==> config.mk <==
export PLATFORM = sky130hd
export DESIGN_NAME = tone_period_meter_flat
export DESIGN_NICKNAME = d
export VERILOG_FILES = /design/src/rtl/tone_period_meter_if.sv /design/src/rtl/tone_period_meter.sv /design/src/flat_wrapper.sv
export SDC_FILE = /design/constraint.sdc
export NUM_CORES = 1
export LEC_CHECK = 0
export CORE_UTILIZATION = 39
export DETAILED_ROUTE_END_ITERATION = 12
export GPL_ROUTABILITY_DRIVEN = 0
export PLACE_DENSITY = 0.54
export SYNTH_ARGS = -nofsm -noshare
export SYNTH_HDL_FRONTEND = slang
export SYNTH_SLANG_ARGS = --single-unit
==> constraint.sdc <==
create_clock -name clk -period 5.5 [get_ports clk]
set_clock_uncertainty 0.1 [all_clocks]
set_input_delay 1.1 -clock clk [delete_from_list [all_inputs] [get_ports clk]]
set_output_delay 1.1 -clock clk [all_outputs]
set_load 0.02 [all_outputs]
==> src/rtl/tone_period_meter_if.sv <==
// Signal bundle between a tone source/monitor and tone_period_meter:
// the wave under measurement, its enable, and the measured tone code.
interface tone_period_meter_if;
  logic        sig_in;
  logic        enable;
  logic [15:0] maxcount;
  logic        meas_valid;
  logic        locked;
  logic        timeout;

  modport master (
    output sig_in, enable,
    input  maxcount, meas_valid, locked, timeout
  );

  modport slave (
    input  sig_in, enable,
    output maxcount, meas_valid, locked, timeout
  );
endinterface

==> src/rtl/tone_period_meter.sv <==
// Measures the period of a square wave in clk cycles and reports the
// half-period code that makes the clock divider regenerate the same tone.
// state   | meaning
// IDLE    | waiting for a first rising edge, counter cleared
// MEASURE | counting cycles since the last accepted rising edge
module tone_period_meter #(
  parameter int CNT_W      = 17,
  parameter int MIN_PERIOD = 4,
  parameter int TOL        = 2
) (
  input  logic               clk,
  input  logic               rst_n,
  tone_period_meter_if.slave bus
);
  typedef enum logic {IDLE = 1'b0, MEASURE = 1'b1} state_t;

  localparam logic [CNT_W-1:0] PCNT_MAX = '1;
  localparam logic [CNT_W-1:0] PCNT_MIN = CNT_W'(MIN_PERIOD);
  localparam logic [15:0]      TOL_W    = 16'(TOL);

  state_t           state_q;
  logic [1:0]       sync_q;
  logic             sig_d_q;
  logic [CNT_W-1:0] pcnt_q;
  logic [15:0]      maxcount_q;
  logic             meas_valid_q;
  logic             locked_q;
  logic             timeout_q;

  logic        sig_s;
  logic        rise;
  logic        pcnt_sat;
  logic        long_enough;
  logic        within_tol;
  logic [15:0] half_d;
  logic [15:0] delta_d;

  assign sig_s       = sync_q[1];
  assign rise        = sig_s & ~sig_d_q;
  assign pcnt_sat    = (pcnt_q == PCNT_MAX);
  assign long_enough = (pcnt_q >= PCNT_MIN);
  assign half_d      = 16'(pcnt_q >> 1);
  assign delta_d     = (half_d >= maxcount_q) ? (half_d - maxcount_q) : (maxcount_q - half_d);
  // a previous code of 0 is silence, so there is nothing to lock against
  assign within_tol  = (maxcount_q != 16'd0) && (delta_d <= TOL_W);

  // synchronizer runs even while disabled so re-enabling on a high input
  // does not fabricate an edge
  always_ff @(posedge clk or negedge rst_n) begin
    if (!rst_n) begin
      sync_q  <= 2'b00;
      sig_d_q <= 1'b0;
    end else begin
      sync_q  <= {sync_q[0], bus.sig_in};
      sig_d_q <= sig_s;
    end
  end

  always_ff @(posedge clk or negedge rst_n) begin
    if (!rst_n) begin
      state_q      <= IDLE;
      pcnt_q       <= '0;
      maxcount_q   <= 16'd0;
      meas_valid_q <= 1'b0;
      locked_q     <= 1'b0;
      timeout_q    <= 1'b0;
    end else begin
      meas_valid_q <= 1'b0;
      if (!bus.enable) begin
        state_q  <= IDLE;
        pcnt_q   <= '0;
        locked_q <= 1'b0;
      end else begin
        case (state_q)
          IDLE: begin
            if (rise) begin
              state_q <= MEASURE;
              pcnt_q  <= CNT_W'(1);
            end
          end
          MEASURE: begin
            if (rise && long_enough) begin
              maxcount_q   <= half_d;
              meas_valid_q <= 1'b1;
              timeout_q    <= 1'b0;
              locked_q     <= within_tol;
              pcnt_q       <= CNT_W'(1);
            end else if (pcnt_sat) begin
              // saturated with no edge this cycle: the tone has gone silent
              maxcount_q   <= 16'd0;
              meas_valid_q <= 1'b1;
              timeout_q    <= 1'b1;
              locked_q     <= 1'b0;
              pcnt_q       <= '0;
              state_q      <= IDLE;
            end else begin
              pcnt_q <= pcnt_q + CNT_W'(1);
            end
          end
          default: begin
            state_q <= IDLE;
            pcnt_q  <= '0;
          end
        endcase
      end
    end
  end

  assign bus.maxcount   = maxcount_q;
  assign bus.meas_valid = meas_valid_q;
  assign bus.locked     = locked_q;
  assign bus.timeout    = timeout_q;
endmodule

==> src/flat_wrapper.sv <==
// flat-port wrapper written by rule: the top's interface ports become plain ports
module tone_period_meter_flat 
#(
  parameter int CNT_W      = 17,
  parameter int MIN_PERIOD = 4,
  parameter int TOL        = 2
)
  (clk, rst_n, bus_sig_in, bus_enable, bus_maxcount, bus_meas_valid, bus_locked, bus_timeout);
  tone_period_meter_if bus_i ();
  input  logic clk;
  input  logic rst_n;
  input wire logic [$bits(bus_i.sig_in)-1:0] bus_sig_in;
  input wire logic [$bits(bus_i.enable)-1:0] bus_enable;
  output wire logic [$bits(bus_i.maxcount)-1:0] bus_maxcount;
  output wire logic [$bits(bus_i.meas_valid)-1:0] bus_meas_valid;
  output wire logic [$bits(bus_i.locked)-1:0] bus_locked;
  output wire logic [$bits(bus_i.timeout)-1:0] bus_timeout;
  assign bus_i.sig_in = bus_sig_in;
  assign bus_i.enable = bus_enable;
  assign bus_maxcount = bus_i.maxcount;
  assign bus_meas_valid = bus_i.meas_valid;
  assign bus_locked = bus_i.locked;
  assign bus_timeout = bus_i.timeout;
  tone_period_meter #(.CNT_W(CNT_W), .MIN_PERIOD(MIN_PERIOD), .TOL(TOL)) u_core (.clk(clk), .rst_n(rst_n), .bus(bus_i));
endmodule
==> results of run 1 <==
[cells in the mapped netlist (3+ instances only)]
master and count:
inv_1 39, nor2b_1 5, nor2_1 34, a211oi_1 7, nand4_1 9, ha_1 34, and3_1 14, nand3_1 12
o21a_1 5, nand2_1 51, xor2_1 4, mux2i_1 6, a21oi_1 23, o211ai_1 6, a31oi_1 5, o21ai_0 61
nor3_1 7, o221ai_1 3, a21o_1 10, o32ai_1 3, clkbuf_1 15, o21ai_1 3, xnor2_1 6, buf_2 5
nor4_1 12, dfrtp_1 40, nand2b_1 4
[layer usage]
metal | vias to the layer above | wire length (µm) | track usage | share of wire
met3 | 10 | 351 | 0.0223 | 0.032
li1 | 1744 | - | - | -
met2 | 80 | 5140 | 0.364 | 0.47
met4 | 0 | 153 | 0.0580 | 0.014
met1 | 1777 | 5300 | 0.319 | 0.48
met5 | - | 0 | 0 | 0
[path summary, 6_finish.rpt]
path	endpoint	depth (start not counted)
max in group asynchronous	u_core.bus.maxcount[4]	1
setup / recovery	u_core.pcnt_q[3]	13
hold reg to reg	u_core.sync_q[1]	0
min in group asynchronous	u_core.bus.maxcount[12]	1
setup reg to reg	u_core.pcnt_q[3]	13
hold / removal	u_core.sync_q[1]	0
[power groups by stage]
stage | Combinational, mW | Sequential [mW] | Clock, mW
6_report | 0.0452 | 0.303 | 0.204
3_3_place_gp | 0.0456 | 0.308 | 0
5_1_grt | 0.0507 | 0.303 | 0.226
4_1_cts | 0.0456 | 0.303 | 0.216
3_5_place_dp | 0.0453 | 0.308 | 0
2_1_floorplan | 0.0269 | 0.309 | 0
[cell type report]
type,instances,area [µm²]
Clock buffer,7,96.3
Fill cell,934,5200
Inverter,40,150
Multi-Input combinational cell,376,2510
Sequential cell,40,1000
Tap cell,129,161
Timing Repair Buffer,22,215
[worst max-delay path, delay by kind of cell (launching register included)]
| family | cells | cell delay, ns |
|---|---|---|
| simple gates | 10 | 2.52 |
| flops | 1 | 0.44 |
| fa+ha+maj | 2 | 0.45 |
| compound gates | 1 | 0.07 |
[metrics by stage]
| stage | area, µm² | power, mW |
|---|---|---|
| after detailed placement | 4030 | 0.354 |
| final | 4130 | 0.552 |
| after global routing | 4130 | 0.580 |
| after floorplan | 3770 | 0.336 |
| after global placement | 4030 | 0.354 |
| after CTS | 4130 | 0.564 |
[registers in the layout, indices dropped and copies added (netlist names)]
| name | flops |
|---|---|
| u_core.sync_q | 2 |
| u_core.bus.locked | 1 |
| u_core.bus.maxcount | 16 |
| u_core.state_q | 1 |
| u_core.bus.timeout | 1 |
| u_core.bus.meas_valid | 1 |
| u_core.sig_d_q | 1 |
| u_core.pcnt_q | 17 |
[kinds of logic after synthesis]
group	Yosys count
compound gates	158
xor+xnor	10
simple gates	165
mux	7
flops	40
buf+inv	65
fa+ha+maj	36
==> summary.md, run 1 <==
| Metric | Value |
|---|---|
| Place WS | `1.88 ns` |
| Reg clk slew, reported paths | `0.07 ns` |
| Outcome | `finished, final reports clean` |
| Worst Setup SP | `u_core.pcnt_q[1]` |
| CTS H-tree depth | `2` |
| Top FF cell, synth | `dfrtp_1` |
| Synth Warn # | `0` |
| Post-Syn Area | `around 3800 µm²` |
| Seq/Total Area, Yosys | `0.265` |
| Kind of critical path | `reg -> reg` |
| Complex-gate fraction of the synthesized area | `0.278` |
| Most used cell, CP | `and3_1` |
| DR DRC count | `0` |
| Ys async rst share | `1.00` |
| Slowest Stage Delay on Critical Path | `0.49 ns` |
| Pins Over Slew Limit | `0` |
| Type of origin of the critical path | `flip-flop` |
| Final std cells w/o fill | `614` |
| Pwr Density | `134 nW/µm²` |
| Max VDD drop | `~0.12 mV` |
| Syn Nets | `521` |
| GRT Util Overall | `0.224` |
| Initial core utilization | `0.405` |
| Postcts setup bufs | `0` |
| # diodes | `0` |
| Power share of the clock group | `0.370` |
| Reg-to-Reg Start | `u_core.pcnt_q[1]` |
| Worst Tran Pin Value | `roughly 0.9 ns` |
| Crit path max fanout | `14` |
| Commonest cells after routing, fill and taps aside | `o21ai_0, nand2_1, dfrtp_1, inv_1` |
| DR vias/cell | `5.88` |
| XOR/XNOR Fraction of Synth Area | `0.0232` |
| Final hold vios | `0` |
| Row count | `35` |
| Total negative slack | `0 ns` |
| Total of max-cap violations | `0` |
| Critical path arrival | `3.77 ns` |
| Cts bufs inserted | `5` |
| Syn Inst Count | `481` |
| CP required | `between 5 and 6 ns` |
| Hold path start | `u_core.sync_q[0]` |
| Sw Pwr | `128 µW` |
| Logic pwr share | `0.082` |
| Reg2Reg Setup Slack | `1.83 ns` |
| Synth cell types | `73` |
| Switch share | `0.231` |
| WHS | `0.256 ns` |
| Number of DRC markers in iteration 0 | `169` |
| RSZ-0062 raised after global routing | `no` |
| Clock Latency Late Sink | `0.28 ns` |
| Leading cell type in the layout, fill and taps excluded | `o21ai_0` |
| Maximum buffer depth of the clock tree | `2` |
| P_int | `425 µW` |
| HP Class | `reg -> reg` |
| Die area | `10,100 µm²` |
| Simple-gate portion of the synthesized area | `0.220` |
| Largest net degree at the start of global routing | `41` |
| Pre-Repair DR Iteration Count | `5` |
| Main combinational cell family by area after synthesis | `compound AO/OA/AOI/OAI gates` |
| Detailed Place HPWL | `about 8400 µm` |
| Yosys top cell by area | `dfrtp_1` |
| Setup violators final | `0` |
| Routed WL per cell | `between 15 and 20 µm` |
| Via count | `3,611` |
| Seq cells post-synth | `40` |
| First-pass GRT wire length | `17,700 µm` |
| Area grow syn2layout | `9.41%` |
| Vias in the first global route | `between 3,000 and 4,000` |
| CP max stage cell | `or3_1` |
| Core Region | `9330 µm²` |
| Share of power burned in registers | `0.548` |
| Largest cells by area after synthesis | `dfrtp_1, ha_1, o21ai_0` |
| Horiz. Die Dim | `100 µm` |
| Remaining global-route overflow | `0` |
| Port-buffer cells | `22` |
| Slew margin rel. | `0.398` |
| Root Driver | `clkbuf_8` |
| Layout cell share with drive strength beyond 1 | `0.0536` |
| Post-DRT Antenna Nets | `0` |
| Initial antenna violation count | `0` |
| Post-Synth Adder-Cell Area | `0.123` |
| Final WS setup | `1.83 ns` |
| Total Wirelength | `10,900 µm` |
| Final core occ | `0.443` |
| CTS-repair resized insts | `0` |
| Placed insts | `607` |
| Cell chain of the critical path | `ha_1 -> and3_1 -> and3_1 -> and3_1 -> and3_1 -> and3_1 -> and3_1 -> and3_1 -> ha_1 -> nor2_1 -> nand3_1 -> or3_1 -> o21ai_0` |
| Tcrit/Tclk final | `0.667` |
| Maximum clock rate | `273 MHz` |
| CTS tree | `done` |
| Multiplexer share of the synthesized area | `0.0189` |
| Final nets | `between 500 and 600` |
| Hold_buf cts | `0` |
| Top-area cell type share of the netlist area | `0.265` |
| CTS sink count | `40` |
| Mean Syn Cell Area | `7.85 µm²` |
| Worst Setup End Kind | `flip-flop` |
| Leakage power | `1.79 nW` |
| Final Critical Period | `roughly 3.7 ns` |
| # IOs | `23` |
| Chip Height | `100 µm` |
| EDFF count, synth | `0` |
Note: power is estimated with default switching activity, not from simulation.
==> inputs of run 2 (changes only) <==
==> constraint.sdc (replaced) <==
create_clock -name clk -period 3.45 [get_ports clk]
set_clock_uncertainty 0.1 [all_clocks]
set_input_delay 0.69 -clock clk [delete_from_list [all_inputs] [get_ports clk]]
set_output_delay 0.69 -clock clk [all_outputs]
set_load 0.02 [all_outputs]
==> summary.md, run 2 (synthesized netlist as in run 1, its figures left out) <==
| Metric | Value |
|---|---|
| Outcome | `finished, final reports clean` |
| RSZ-0062 raised after global routing | `yes` |
| Crit path max-delay family | `compound AO/OA/AOI/OAI gates` |
| Total Wirelength | `11,400 µm` |
| Buf/Inv on CP | `1` |
| DR vias/cell | `5.72` |
| Crit Reg-Reg Endpoint | `u_core.bus.locked` |
| Final nets | `561` |
| Reg-to-Reg Start | `u_core.pcnt_q[1]` |
| Cts bufs inserted | `5` |
| First-pass GRT wire length | `between 15,000 and 20,000 µm` |
| DR DRC count | `0` |
| Leakage power | `between 1.5 and 2 nW` |
| Total of max-cap violations | `0` |
| Largest register FFs | `17` |
| Setup violators final | `0` |
| Area grow syn2layout | `17.1%` |
| Crit path max fanout | `7` |
| Remaining global-route overflow | `0` |
| Final Critical Period | `3.27 ns` |
| Leading cell type in the layout, fill and taps excluded | `o21ai_0` |
| Maximum buffer depth of the clock tree | `2` |
| CP required | `3.57 ns` |
| Die area | `slightly above 10,000 µm²` |
| CP max stage cell | `dfrtp_2` |
| Routed WL per cell | `17.5 µm` |
| Layout cell share with drive strength beyond 1 | `0.132` |
| Largest net degree at the start of global routing | `41` |
| HP Class | `reg -> reg` |
| Clock Latency Late Sink | `between 0.2 and 0.3 ns` |
| Slew margin rel. | `0.393` |
| GRT Util Overall | `0.234` |
| # IOs | `23` |
| Placed insts | `640` |
| Final WS setup | `~0.18 ns` |
| Worst Setup End Kind | `flip-flop` |
| Kind of critical path | `reg -> reg` |
| Number of DRC markers in iteration 0 | `201` |
| Slowest Stage Delay on Critical Path | `between 0.4 and 0.5 ns` |
| Via count | `about 3,700` |
| Type of origin of the critical path | `flip-flop` |
| Root Driver | `clkbuf_8` |
| Max VDD drop | `0.186 mV` |
| Post-DRT Antenna Nets | `0` |
| Worst Tran Pin Value | `0.911 ns` |
| Chip Height | `100 µm` |
| Vias in the first global route | `3,440` |
| Core Region | `9330 µm²` |
| Maximum clock rate | `306 MHz` |
| Commonest cells after routing, fill and taps aside | `o21ai_0, nand2_1, inv_1, dfrtp_1, buf_4` |
| Final std cells w/o fill | `651` |
| CTS sink count | `40` |
| Initial core utilization | `0.405` |
| Port-buffer cells | `22` |
| Largest Register | `u_core.pcnt_q` |
| Pre-Repair DR Iteration Count | `4` |
| Reg clk slew, reported paths | `0.08 ns` |
| Hold path start | `u_core.sync_q[0]` |
| Horiz. Die Dim | `100 µm` |
| Pins Over Slew Limit | `0` |
| Detailed Place HPWL | `just under 9000 µm` |
| Hold_buf cts | `0` |
| Reg2reg path depth | `12` |
| Hold EP | `u_core.sync_q[1]` |
| Hold path depth | `0` |
| Critical path arrival | `3.39 ns` |
| CTS tree | `done` |
| CTS H-tree depth | `2` |
| Final hold vios | `0` |
| # diodes | `0` |
| Cell chain of the critical path | `inv_1 -> ha_1 -> fa_1 -> nand2b_1 -> a21oi_1 -> o21ai_1 -> a31oi_4 -> o211ai_1 -> o21a_1 -> a211o_1 -> a2111o_1 -> o21ai_2` |
| Pwr Density | `roughly 200 nW/µm²` |
| Tcrit/Tclk final | `0.947` |
| Initial antenna violation count | `0` |
| Reg2Reg Setup Slack | `0.18 ns` |
| Row count | `35` |
| Place WS | `between 0.07 and 0.08 ns` |
## run 2: changes by cell type in the layout (fill, tap and decap cells not counted), sizes merged
cell	change
buf	+36
clkbuf	+1
## run 2: worst max path at each step
stage | slack, ns | from | to | depth (start not counted)
2_1_floorplan | 0.17 | u_core.pcnt_q[1] | u_core.pcnt_q[2] | 15
3_3_place_gp | 0.12 | u_core.pcnt_q[1] | u_core.bus.locked | 12
3_5_place_dp | 0.07 | u_core.pcnt_q[1] | u_core.bus.maxcount[0] | 12
4_1_cts | 0.04 | u_core.pcnt_q[1] | u_core.bus.maxcount[0] | 12
5_1_grt | -0.02 | u_core.pcnt_q[1] | u_core.bus.locked | 12
6_report | 0.18 | u_core.pcnt_q[1] | u_core.bus.locked | 12
## run 2: where the power goes
| group | internal (mW) | leakage, nW | switching (mW) |
|---|---|---|---|
| logic | 0.0320 | 1.46 | 0.0526 |
| registers | 0.475 | 0.459 | 0.00623 |
| clock network | 0.163 | 0.0455 | 0.160 |
| total | 0.670 | 1.97 | 0.218 |
## run 2: routing by layer
layer | wire [µm] | track usage
met3 | 470 | 0.0216
met1 | 5540 | 0.344
met5 | 0 | 0
met4 | 167 | 0.0591
met2 | 5210 | 0.367
## run 2: final cells by class
type,count,area [µm²]
clock buffers,8,90.1
repair buffers,58,487
multi-input cells,376,2530
well taps,129,161
flip-flops and latches,40,1000
fillers,925,4910
inverters,40,150
## run 2: repair_timing
action	CTS	global route
buffers inserted	0	2
gates resized for setup	0	11
setup endpoints to repair	0	30
## run 2: through the flow
stage | instance area (µm²) | setup TNS (ns) | utilization | hold slack (ns) | power, mW
final | 4420 | 0 | 0.474 | 0.258 | 0.889
after global routing | 4420 | -0.0196 | 0.474 | 0.274 | 0.930
after CTS | 4370 | 0 | 0.469 | 0.264 | 0.899
after detailed placement | 4280 | 0 | 0.459 | 0.243 | 0.572
after global placement | 4280 | 0 | 0.459 | 0.241 | 0.572
after floorplan | 3770 | 0 | - | 0.231 | 0.535
